### config.mk
export PLATFORM = sky130hd
export DESIGN_NAME = alu_seq
export DESIGN_NICKNAME = d
export VERILOG_FILES = /design/src/rtl/alu_seq.sv
export SDC_FILE = /design/constraint.sdc
export NUM_CORES = 1
export LEC_CHECK = 0
export CORE_MARGIN = 2
export CORE_UTILIZATION = 51
export CTS_CLUSTER_DIAMETER = 60
export DETAILED_ROUTE_END_ITERATION = 8
export HOLD_SLACK_MARGIN = 0.15
export PLACE_DENSITY = 0.79
export SLEW_MARGIN = 15
export SYNTH_ARGS = -nofsm -noshare
export SYNTH_HDL_FRONTEND = slang
export SYNTH_SLANG_ARGS = --single-unit
### constraint.sdc
create_clock -name clk -period 2.7 [get_ports clk]
set_input_delay 0.54 -clock clk [delete_from_list [all_inputs] [get_ports clk]]
set_output_delay 0.54 -clock clk [all_outputs]
set_load 0.02 [all_outputs]
### src/rtl/alu_seq.sv
// alu_seq: sequential ALU, single-cycle ops plus iterative shift-add multiply.
// Define ALU_MUL_EARLY_EXIT_EN to end a multiply once no multiplier bits remain.
module alu_seq #(
   parameter int WIDTH = 12
) (
   input  logic             clk,
   input  logic             rst,
   input  logic [WIDTH-1:0] a,
   input  logic [WIDTH-1:0] b,
   input  logic [2:0]       op,
   input  logic             start,
   output logic [WIDTH-1:0] result,
   output logic             zWrEn,
   output logic             done,
   output logic             busy
);

   localparam int CW = $clog2(WIDTH);
   localparam logic [CW-1:0] LAST = CW'(WIDTH - 1);

   localparam logic [2:0] OP_PASS = 3'd0;
   localparam logic [2:0] OP_ADD  = 3'd1;
   localparam logic [2:0] OP_SUB  = 3'd2;
   localparam logic [2:0] OP_MUL  = 3'd3;
   localparam logic [2:0] OP_INC  = 3'd4;
   localparam logic [2:0] OP_DEC  = 3'd5;
   localparam logic [2:0] OP_AND  = 3'd6;
   localparam logic [2:0] OP_NOP  = 3'd7;

   typedef enum logic {IDLE, MUL} state_t;

   state_t           state;
   state_t           state_nxt;
   logic [WIDTH-1:0] acc;
   logic [WIDTH-1:0] mcand;
   logic [WIDTH-1:0] mplier;
   logic [WIDTH-1:0] acc_nxt;
   logic [WIDTH-1:0] mplier_nxt;
   logic [WIDTH-1:0] alu_res;
   logic [CW-1:0]    cnt;
   logic             mul_last;
   logic             do_alu;
   logic             do_nop;
   logic             do_mul;
   logic             mul_fin;

   assign acc_nxt    = acc + (mplier[0] ? mcand : '0);
   assign mplier_nxt = mplier >> 1;

`ifdef ALU_MUL_EARLY_EXIT_EN
   assign mul_last = (cnt == LAST) || (mplier_nxt == '0);
`else
   assign mul_last = (cnt == LAST);
`endif

   always_ff @(posedge clk or negedge rst) begin
      if (!rst) state <= IDLE;
      else      state <= state_nxt;
   end

   always_comb begin
      state_nxt = state;
      unique case (state)
         IDLE: if (do_mul)   state_nxt = MUL;
         MUL:  if (mul_last) state_nxt = IDLE;
      endcase
   end

   always_comb begin
      do_alu  = 1'b0;
      do_nop  = 1'b0;
      do_mul  = 1'b0;
      mul_fin = (state == MUL) && mul_last;
      if (state == IDLE && start) begin
         unique case (1'b1)
            (op == OP_MUL): do_mul = 1'b1;
            (op == OP_NOP): do_nop = 1'b1;
            default:        do_alu = 1'b1;
         endcase
      end
   end

   always_comb begin
      case (op)
         OP_PASS: alu_res = a;
         OP_ADD:  alu_res = a + b;
         OP_SUB:  alu_res = a - b;
         OP_INC:  alu_res = a + WIDTH'(1);
         OP_DEC:  alu_res = a - WIDTH'(1);
         OP_AND:  alu_res = a & b;
         default: alu_res = a;
      endcase
   end

   // Multiply operands are captured on the start edge; inputs are ignored after.
   always_ff @(posedge clk or negedge rst) begin
      if (!rst) begin
         result <= '0;
         zWrEn  <= 1'b0;
         done   <= 1'b0;
         busy   <= 1'b0;
         acc    <= '0;
         mcand  <= '0;
         mplier <= '0;
         cnt    <= '0;
      end else begin
         done  <= do_alu | do_nop | mul_fin;
         zWrEn <= do_alu | mul_fin;
         busy  <= do_mul | (busy & ~mul_fin);
         if (do_alu)       result <= alu_res;
         else if (mul_fin) result <= acc_nxt;
         if (do_mul) begin
            acc    <= '0;
            mcand  <= a;
            mplier <= b;
            cnt    <= '0;
         end else if (state == MUL) begin
            acc    <= acc_nxt;
            mcand  <= mcand << 1;
            mplier <= mplier_nxt;
            cnt    <= cnt + CW'(1);
         end
      end
   end

endmodule

After elaboration in Yosys (flattened, before gate mapping)
Cells that the tools add are included.
Storage, ports and cells
  RAM bits: 0
  ROM bits: 0
  memories kept: 0
  input port bits: 30
  register bits after elaboration: 56
  latch bits: 0
  logic and storage cells: 57
  output and inout bits: 15
Operators by class
  $mul: 0
  $lt $le $gt $ge: 0
  bitwise operators: 8
  div/mod/pow operators: 0
  shifts and indexed selects: 0
  mux-type cells: 21
  equality and inequality tests: 8
  add/sub/neg operators: 6
  reduce and logical (&&, ||, !) cells: 5
Operators by type and width (number)
  $mux W12: 9
  $pmux W12 S5: 1
  $add A12 B12 Y12: 2
  $add A12 B1 Y12 const B: 1
  $and A12 B12 Y12: 1
  $eq A3 B3 Y1 const B: 4
  $sub A12 B1 Y12 const B: 1
  $sub A12 B12 Y12: 1
  $mux W1: 8
  $mux W4: 2
  $eq A3 B2 Y1 const B: 2
  $add A4 B1 Y4 const B: 1
  $eq A4 B4 Y1 const B: 1
  $or A1 B1 Y1: 4
  $reduce_bool A2 Y1: 2
  $eq A3 B1 Y1 const B: 1
  $logic_and A1 B1 Y1: 2
  $not A1 Y1: 2
  $pmux W1 S2: 1
  $reduce_or A2 Y1: 1
  $and A1 B1 Y1: 1

Logic depth before layout (Yosys ltp)
Gate-level depths: netlist (run 1).
  word-level depth: 6
  mapped depth: 17
  depth with buffers taken out: 16

Worst setup path after synthesis (run 1)
Ideal clock, no wire load.
  kind: in2reg
  start: in op[1]
  end: reg result[8]
  library setup time: 0.104 ns
  buffers on the path: 4
  setup slack: -0.607 ns
  arrival time: 3.203 ns
  required time: 2.596 ns
  stages: 15
  path through: buf_2 > buf_2 > buf_1 > clkbuf_1 > o21ai_0 > ha_1 > inv_1 > fa_1 > a21o_1 > a21oi_1 > o21bai_1 > a31oi_1 > mux2i_1 > nand2_1 > a221oi_1
On the way
  cells in the longest elaborated chain, start to end: 5
  elaborated cells on any way between the ends: 13
  classes of those cells: 7 x eq/ne; 4 x mux; 2 x reduce/logical
RTL lines
  from (decl): RTL line 10  | input logic [2:0] op,
  $eq A3 B2 Y1 or $eq A3 B3 Y1 (tied branches): RTL line 76, 77
  $reduce_or A2 Y1 (no line)
  $mux W1: RTL line 75  | unique case (1'b1)
  $mux W1: RTL line 74  | if (state == IDLE && start) begin
  $mux W12 or $reduce_bool A2 Y1 (tied branches)
  to (signal assigned): RTL line 110  | if (do_alu) result <= alu_res;
  to (signal assigned): RTL line 111  | else if (mul_fin) result <= acc_nxt;
  to (decl): RTL line 12  | output logic [WIDTH-1:0] result,
Several ways; a longest one is shown, not always the timed one.
A chain may end at the register's enable or synchronous reset.

Final worst setup path (run 1)
  start: in b[3]
  end: reg result[11]
On the way
  cells in the longest elaborated chain, start to end: 3
  elaborated cells on any way between the ends: 4
  classes of those cells: 2 x add/sub; 2 x mux
RTL lines
  from (decl): RTL line 9  | input logic [WIDTH-1:0] b,
  $sub A12 B12 Y12 or $add A12 B12 Y12 (tied branches): RTL line 87, 86
  $pmux W12 S5 *: RTL line 84  | case (op)
  $mux W12 *: RTL line 110
Mark *: on every way between the ends. The rest lies on a longest branch, timed or not.

==> results of run 1 <==
==> critical path: cells and delay by family <==
family | cells | cell delay, ns
XOR/XNOR | 1 | 0.18
buffers and inverters | 2 | 0.31
AND/OR/NAND/NOR | 4 | 1.11
adder cells (fa/ha/maj) | 1 | 0.30
AO/OA/AOI/OAI | 5 | 0.63
==> layer usage <==
metal	track usage, %	vias up
li1	-	2260
met1	36.2	2324
met2	50.5	239
met3	2.81	34
met4	10.5	0
met5	0	-
==> worst max-delay path by stage <==
stage | startpoint | end | slack [ns] | depth (start not counted)
floorplan | b[3] | result[11]$_DFFE_PN0P_ | -0.43 | 15
global placement | b[0] | result[8]$_DFFE_PN0P_ | -0.85 | 17
detailed placement | b[1] | result[8]$_DFFE_PN0P_ | -0.94 | 16
CTS | b[1] | result[11]$_DFFE_PN0P_ | -0.16 | 14
global route | op[1] | result[5]$_DFFE_PN0P_ | -0.28 | 18
finish | b[3] | result[11]$_DFFE_PN0P_ | -0.17 | 13
==> cells by family after synthesis <==
logic type / count (synthesis)
adders and majority gates: 26
muxes: 13
xor gates and xnor gates: 19
AOI/OAI and AO/OA: 183
buffers and inverters: 56
and+or+nand+nor: 200
DFF: 56
==> where the power goes <==
part	leakage [uW]	switching, uW	internal (uW)	total [uW]
Combinational	0.00203	1320	1080	2400
Sequential	0.000723	243	1170	1410
Clock	0.0000516	310	211	522
==> registers in the layout, summed over array words and instances, names as in the netlist <==
name,count
state,1
acc,12
mcand,12
done,1
busy,1
mplier,12
zWrEn,1
cnt,4
result,12
==> cell usage in the layout (no fill, tap or decap), drive strengths merged, types with 15 or more instances in the layout <==
master / n
nand3: 15
nor2: 25
clkdlybuf4s50: 33
a21oi: 43
dfrtp: 56
a22oi: 24
nand2: 107
buf: 116
inv: 19
o21ai: 39
ha: 24
a31oi: 20
==> through the flow <==
step / hold slack [ns] / TNS [ns] / area, sq um / instances / power (uW)
2_1_floorplan: 0.244 / -2.52 / 4570 / 553 / 2730
3_3_place_gp: 0.457 / -7.23 / 5590 / 754 / 3470
3_5_place_dp: 0.466 / -7.93 / 5590 / 754 / 3560
4_1_cts: 0.185 / -0.534 / 5930 / 777 / 4140
5_1_grt: 0.208 / -1.82 / 6230 / 783 / 4590
6_report: 0.158 / -0.862 / 6230 / 783 / 4340
==> timing repair <==
action | 4_1_cts | 5_1_grt
buffers inserted | 15 | 6
gates resized for setup | 67 | 51
endpoints found under the setup margin | 10 | 11
pin swaps | 37 | 48
==> layout make-up <==
cell class | instances | area, sq um | area share [%]
multi-input cells | 441 | 3190 | 51.2
inverters | 18 | 75.1 | 1.21
repair buffers | 155 | 1330 | 21.4
clock buffers | 6 | 82.6 | 1.33
well taps | 105 | 131 | 2.11
clock inverters | 2 | 13.8 | 0.221
flip-flops and latches | 56 | 1400 | 22.5
==> metrics list, run 1 <==
- The run finished, with violations left.
- Violations in the final reports: negative setup slack
- Setup repair after global routing missed its margin: yes
- For this run, the share of the core covered by cells in the final layout is 75.0%.
- The number of clock buffers added by TritonCTS is 5.
* Gate count after technology mapping: ~550
- Static timing analysis puts the maximum clock frequency at about 350 MHz.
* Layout cell share with drive strength beyond 1: between 30% and 40%
* Dominant cell type by count on the critical path: a21oi_2
- Detailed-router iteration count before antenna repair: 6
- Reg2reg setup slack: roughly 0.060 ns
* Initial detailed-routing violation count: 304
* Count of flip-flops with a built-in enable after synthesis: 0
* Worst Setup Slack post-DPL: -0.944 ns
- The top cell type by area accounts for 31.7% of the synthesized area.
- Entering global routing, the biggest net connects between 40 and 50 pins.
* Number of global-route vias before repair: ~4700
- Average instance area after synthesis: between 7 and 8 sq um
- By instance count, the leading cell after synthesis is nand2_1.
* Yosys synthesis warning count: 0
- Number of sinks on the clock net: 56
* Synthesized-area fraction occupied by and/or/nand/nor cells: a little over a fifth
* Setup-failing EPs final: 8
- Data arrives at the worst endpoint at 3.08 ns.
- Yosys attributes the largest share of cell area to dfrtp_1, nand2_1, ha_1.
* Post-synth top area cell: dfrtp_1
* Worst reg2reg startpoint: mplier[0]$_DFFE_PN0P_
* Overall fraction of global-route tracks in use: 28.6%
- After synthesis, the share of cell area in mux cells is around 3.0%.
- Area of the die: 9430 sq um
- Share of the synthesized area in compound gates (AO/OA/AOI/OAI): 27.2%
* Routed via count divided by cell count: 6.20
- The count of nets left with antenna violations once routing finished came out at 0.
- TritonCTS built the clock tree.
- Final Hold Violating Endpoints: 0
* Dominant synthesized flop cell: dfrtp_1
- CP required: 2.90 ns
- Hold repair after CTS inserted 0 buffers.
* Final routed wire length divided by cell count: approximately 19 um
- Number of antenna violations at the first check in global routing: 0
- Async SR Flop Fraction: 100%
- Synth Register Bits: between 50 and 60
- Final setup margin: -0.173 ns
- During placement, the flow inserted port buffers numbering 44.
- Main combinational cell family by area after synthesis: compound AO/OA/AOI/OAI gates
* Pwr/cell area: approximately 700 nW/um^2
* CP max FO: 7
- Number of cells on the worst reg-to-reg path: 11
* Post-synthesis share of cell area spent on xor and xnor gates: roughly 3.8%
* CTS clk-pin slew, worst paths: approximately 0.12 ns
* Height of the die: approximately 100 um
- Met3 Wirelength: approximately 900 um
- The initial utilization of the core area, before any placement, comes to a little over half.
- Net count of the finished layout: roughly 730
- The die is 97.1 um wide.
- GRT overflow: 0
* Final GP Congestion: between 0.8 and 0.9
- Floorplan core area: a little over 8000 sq um
- The worst hold path belongs to the class input port to async pin.
- The worst setup path is launched from an input port.
- The slowest stage of the critical path belongs to the cell or3_4.
- For this run, the slowest stage of the critical path takes ~0.37 ns.
- Wire length of the first global-routing pass: between 20000 and 25000 um
* Final cycle utilization of the critical path: 106%
- In this run the cell area of the synthesized design comes to around 4400 sq um.
- 0 antenna diodes ended up in the layout.
- Seq/Total Area, Yosys: 31.7%
- Num rows: 33
* Headroom to the max-slew limit: a little over half
* Total count of max-transition violations in the final report: 0
* Commonest cells post-synth: nand2_1, dfrtp_1, a21oi_1, o21ai_0, clkbuf_1
- Category of the worst setup path capture point: register
- Clock Root Buffer: clkbuf_8
* Reported leakage power: ~0.0028 uW
- For the pin with the worst max-slew slack, the measured transition is 0.690 ns.
- Area share of fa/ha/maj cells after synthesis: 7.69%
- FF-to-FF End: result[9]$_DFFE_PN0P_
* Final wirelength: between 10000 and 15000 um
* Wire length on met2: ~7400 um
- Top layer used by detailed routing: met4
- Number of violations of the max-capacitance limit: 0
- Kind of critical path: input port to register
- Synthesis produced a netlist with a net count of around 610.
- Latest clock arrival within the worst-skew pair: around 0.33 ns
- Number of different library cells in the post-synthesis netlist: 55
* Residual DRC count: 0
- The worst-case IR drop observed on VDD is about 0.34 mV.
* Number of fill cells: approximately 590
- After detailed routing, the wire length on met1 is ~6000 um.
* Max H-tree Level: 2
- Total vias in the final route: 4857
- Number of buffers on the longest clock path: 2
* Min Clock Period, post-route: 2.87 ns
* Detailed placement HPWL: 10000 um
- I/O pin count: between 40 and 50
* Layout overhead on the synthesized area: 40.8%
- The critical path goes through buf_2, buf_4, nor4_4, nand2_1, or3_4, a31oi_1, o221ai_1, ha_1, or2_2, a21oi_2, a21oi_2, xnor2_1, o221ai_2.
- Clock skew on the completed layout was measured at roughly 0.015 ns.
(Power assumes the default switching activity.)
==> inputs of run 2 (changes only) <==
MAX_ROUTING_LAYER = met4   (was unset)
==> run 2 against run 1 <==
  * Count of clock-buffer cells in the layout is 1 lower
  * Sequential share of layout area is 0.38 points higher
  * The run still ends with negative setup slack left
  * Critical endpoint is now result[9]$_DFFE_PN0P_
  * Utilization is 1.2 points lower
  * Worst setup slack worse by 0.065 ns
  * Sequential cell count stayed put
==> metrics list, run 2 (synthesis gave the netlist of run 1 again) <==
- Largest vdd supply drop: roughly 0.44 mV
- Final Skew: around 0.0089 ns
- The analysis attributes to cell leakage a power of approximately 0.0028 uW.
- After detailed routing, the number of vias per cell comes to 6.13.
- Latest clock arrival within the worst-skew pair: 0.32 ns
- For the finished layout, the period the worst path requires is a little under 3 ns.
- Total count of max-transition violations in the final report: 0
* I/O pin count: 45
* Final instance area: between 6000 and 7000 sq um
- CTS tree: yes
- Cell total after placement: around 760
- Residual DRC count: 0
- For the worst setup path, the data arrival time is ~3.1 ns.
- Max H-tree Level: 2
- The path class of the tightest hold or removal check is input port to async pin.
* Reg2reg setup slack: around 0.1 ns
- Final hold analysis gives a worst-case slack of between 0.2 and 0.25 ns.
* Residual antenna-violating net count after detailed routing: 0
- Number of fill cells: between 500 and 600
- CTS clk-pin slew, worst paths: ~0.11 ns
- Pin count of the biggest net entering global routing: 47
- Headroom to the max-slew limit: between 50 and 60%
* Worst reg2reg startpoint: mplier[0]$_DFFE_PN0P_
* Tightest Pin Transition: 0.663 ns
- Counting the buffers created by CTS gives 5.
- Buffers inserted to repair hold after CTS numbered 0.
- In the final layout, the share of cells above drive strength 1 is 29.1%.
* Total vias in the final route: about 4700
* GRT overflow: 0
- Port buffer count: between 40 and 50
- Area of the die: ~9400 sq um
- Final setup margin: -0.238 ns
- The clock passes through at most 2 buffers.
* Detailed-router iteration count before antenna repair: 6
- Number of sinks on the clock net: 56
* Number of cells on the worst reg-to-reg path: 11
- Power after layout: around 4400 uW
* Layout overhead on the synthesized area: 38.4%
- Setup-failing EPs final: 8
- Height of the die: 97.1 um
- After legalization and detailed placement, the total HPWL measured approximately 10000 um.
- Setup repair after global routing could not meet its margin everywhere.
- Final GP Congestion: between 0.9 and 1
* Diodes inserted: 0
* CP max FO: 4
* Most frequent standard cell in the layout excluding fill and tap cells: nand2_1
- Initial cell density of the core: a little over half
- Net count of the finished layout: 724
- Max-cap violations in this run came to 0.
* Category of the worst setup path capture point: register
- Number of standard cells in the layout, taps in and fillers out: ~770
- Timing would allow up to roughly 340 MHz.
- The final reports fail on negative setup slack.
- The initial antenna violation count is 0.
* Final Hold Violating Endpoints: 0
- Global routing consumed, over all layers together, between 20% and 30% of the routing resources.
- Row generation in the floorplan step produced 33 rows.
* Number of global-route vias before repair: 4846
* Area of placed instances: between 5000 and 6000 sq um
- Overall die width: 97.1 um
- In this run the power density over the cells is between 700 and 800 nW/um^2.
- Total Neg Setup Slack: -0.921 ns
* Floorplan core area: approximately 8300 sq um
- The setup path with the least slack is of type input port to register.
- Final routed wire length divided by cell count: 18.2 um
* Worst setup path startpoint: b[1]
* Final wirelength: approximately 14000 um
* Launching element type of the critical path: input port
- Status: finished with violations
- Final cycle utilization of the critical path: 109%
- Initial detailed-routing violation count: approximately 330
- STA puts the critical path data required time at around 2.9 ns.
- Wire length of the first global-routing pass: 22500 um
- Most frequent cells in the layout: nand2_1, buf_4, dfrtp_1
* Clock Root Buffer: clkbuf_8
## run 2: per-layer routing
layer | part of all wire [%] | routed length (um) | vias up | GRT usage [%]
met4 | 2.9 | 411 | 0 | 11.5
li1 | - | - | 2242 | -
met2 | 51 | 7170 | 190 | 52.0
met5 | 0 | 0 | - | -
met3 | 5.0 | 706 | 41 | 3.38
met1 | 41 | 5770 | 2268 | 34.3
## run 2: through the flow
stage | worst slack [ns] | utilization [%]
2_1_floorplan | -0.432 | -
3_3_place_gp | -0.832 | 67.5
3_5_place_dp | -0.924 | 67.5
4_1_cts | -0.125 | 71.6
5_1_grt | -0.311 | 73.8
6_report | -0.238 | 73.8
## run 2: cell type report
class | count | area, sq um | share of cell area, %
Multi-Input combinational cell | 441 | 3130 | 51.2
Sequential cell | 56 | 1400 | 22.9
Timing Repair Buffer | 146 | 1240 | 20.3
Tap cell | 105 | 131 | 2.15
Inverter | 18 | 75.1 | 1.23
Clock buffer | 5 | 68.8 | 1.12
Clock inverter | 3 | 68.8 | 1.12
## run 2: worst paths after layout
check / endpoint
max in group asynchronous: mplier[5]$_DFFE_PN0P_
worst min register to register: mcand[11]$_DFFE_PN0P_
worst max register to register: result[11]$_DFFE_PN0P_
min in group clk: mcand[11]$_DFFE_PN0P_
worst max-delay path: result[9]$_DFFE_PN0P_
worst min-delay path: result[0]$_DFFE_PN0P_
## run 2: timing repair
action	in CTS	in global routing
gates resized for setup	65	45
pin swaps	40	37
buffers inserted	8	2
endpoints found under the setup margin	11	11
## run 2: worst max-delay path, stage by stage
cell and delay (ns):
buf_8 0.10, buf_6 0.11, or3_4 0.40, a31oi_1 0.18, o221ai_1 0.16, ha_1 0.40, o21a_1 0.19, o31ai_4 0.10
a31oi_1 0.29, buf_4 0.19, a31oi_4 0.07, xor2_1 0.23, o221ai_1 0.17
## run 2: power breakdown
group	leakage (uW)	total, uW	switching [uW]	internal (uW)
logic	0.00199	2350	1290	1050
registers	0.000723	1410	241	1170
clock network	0.0000687	681	307	374
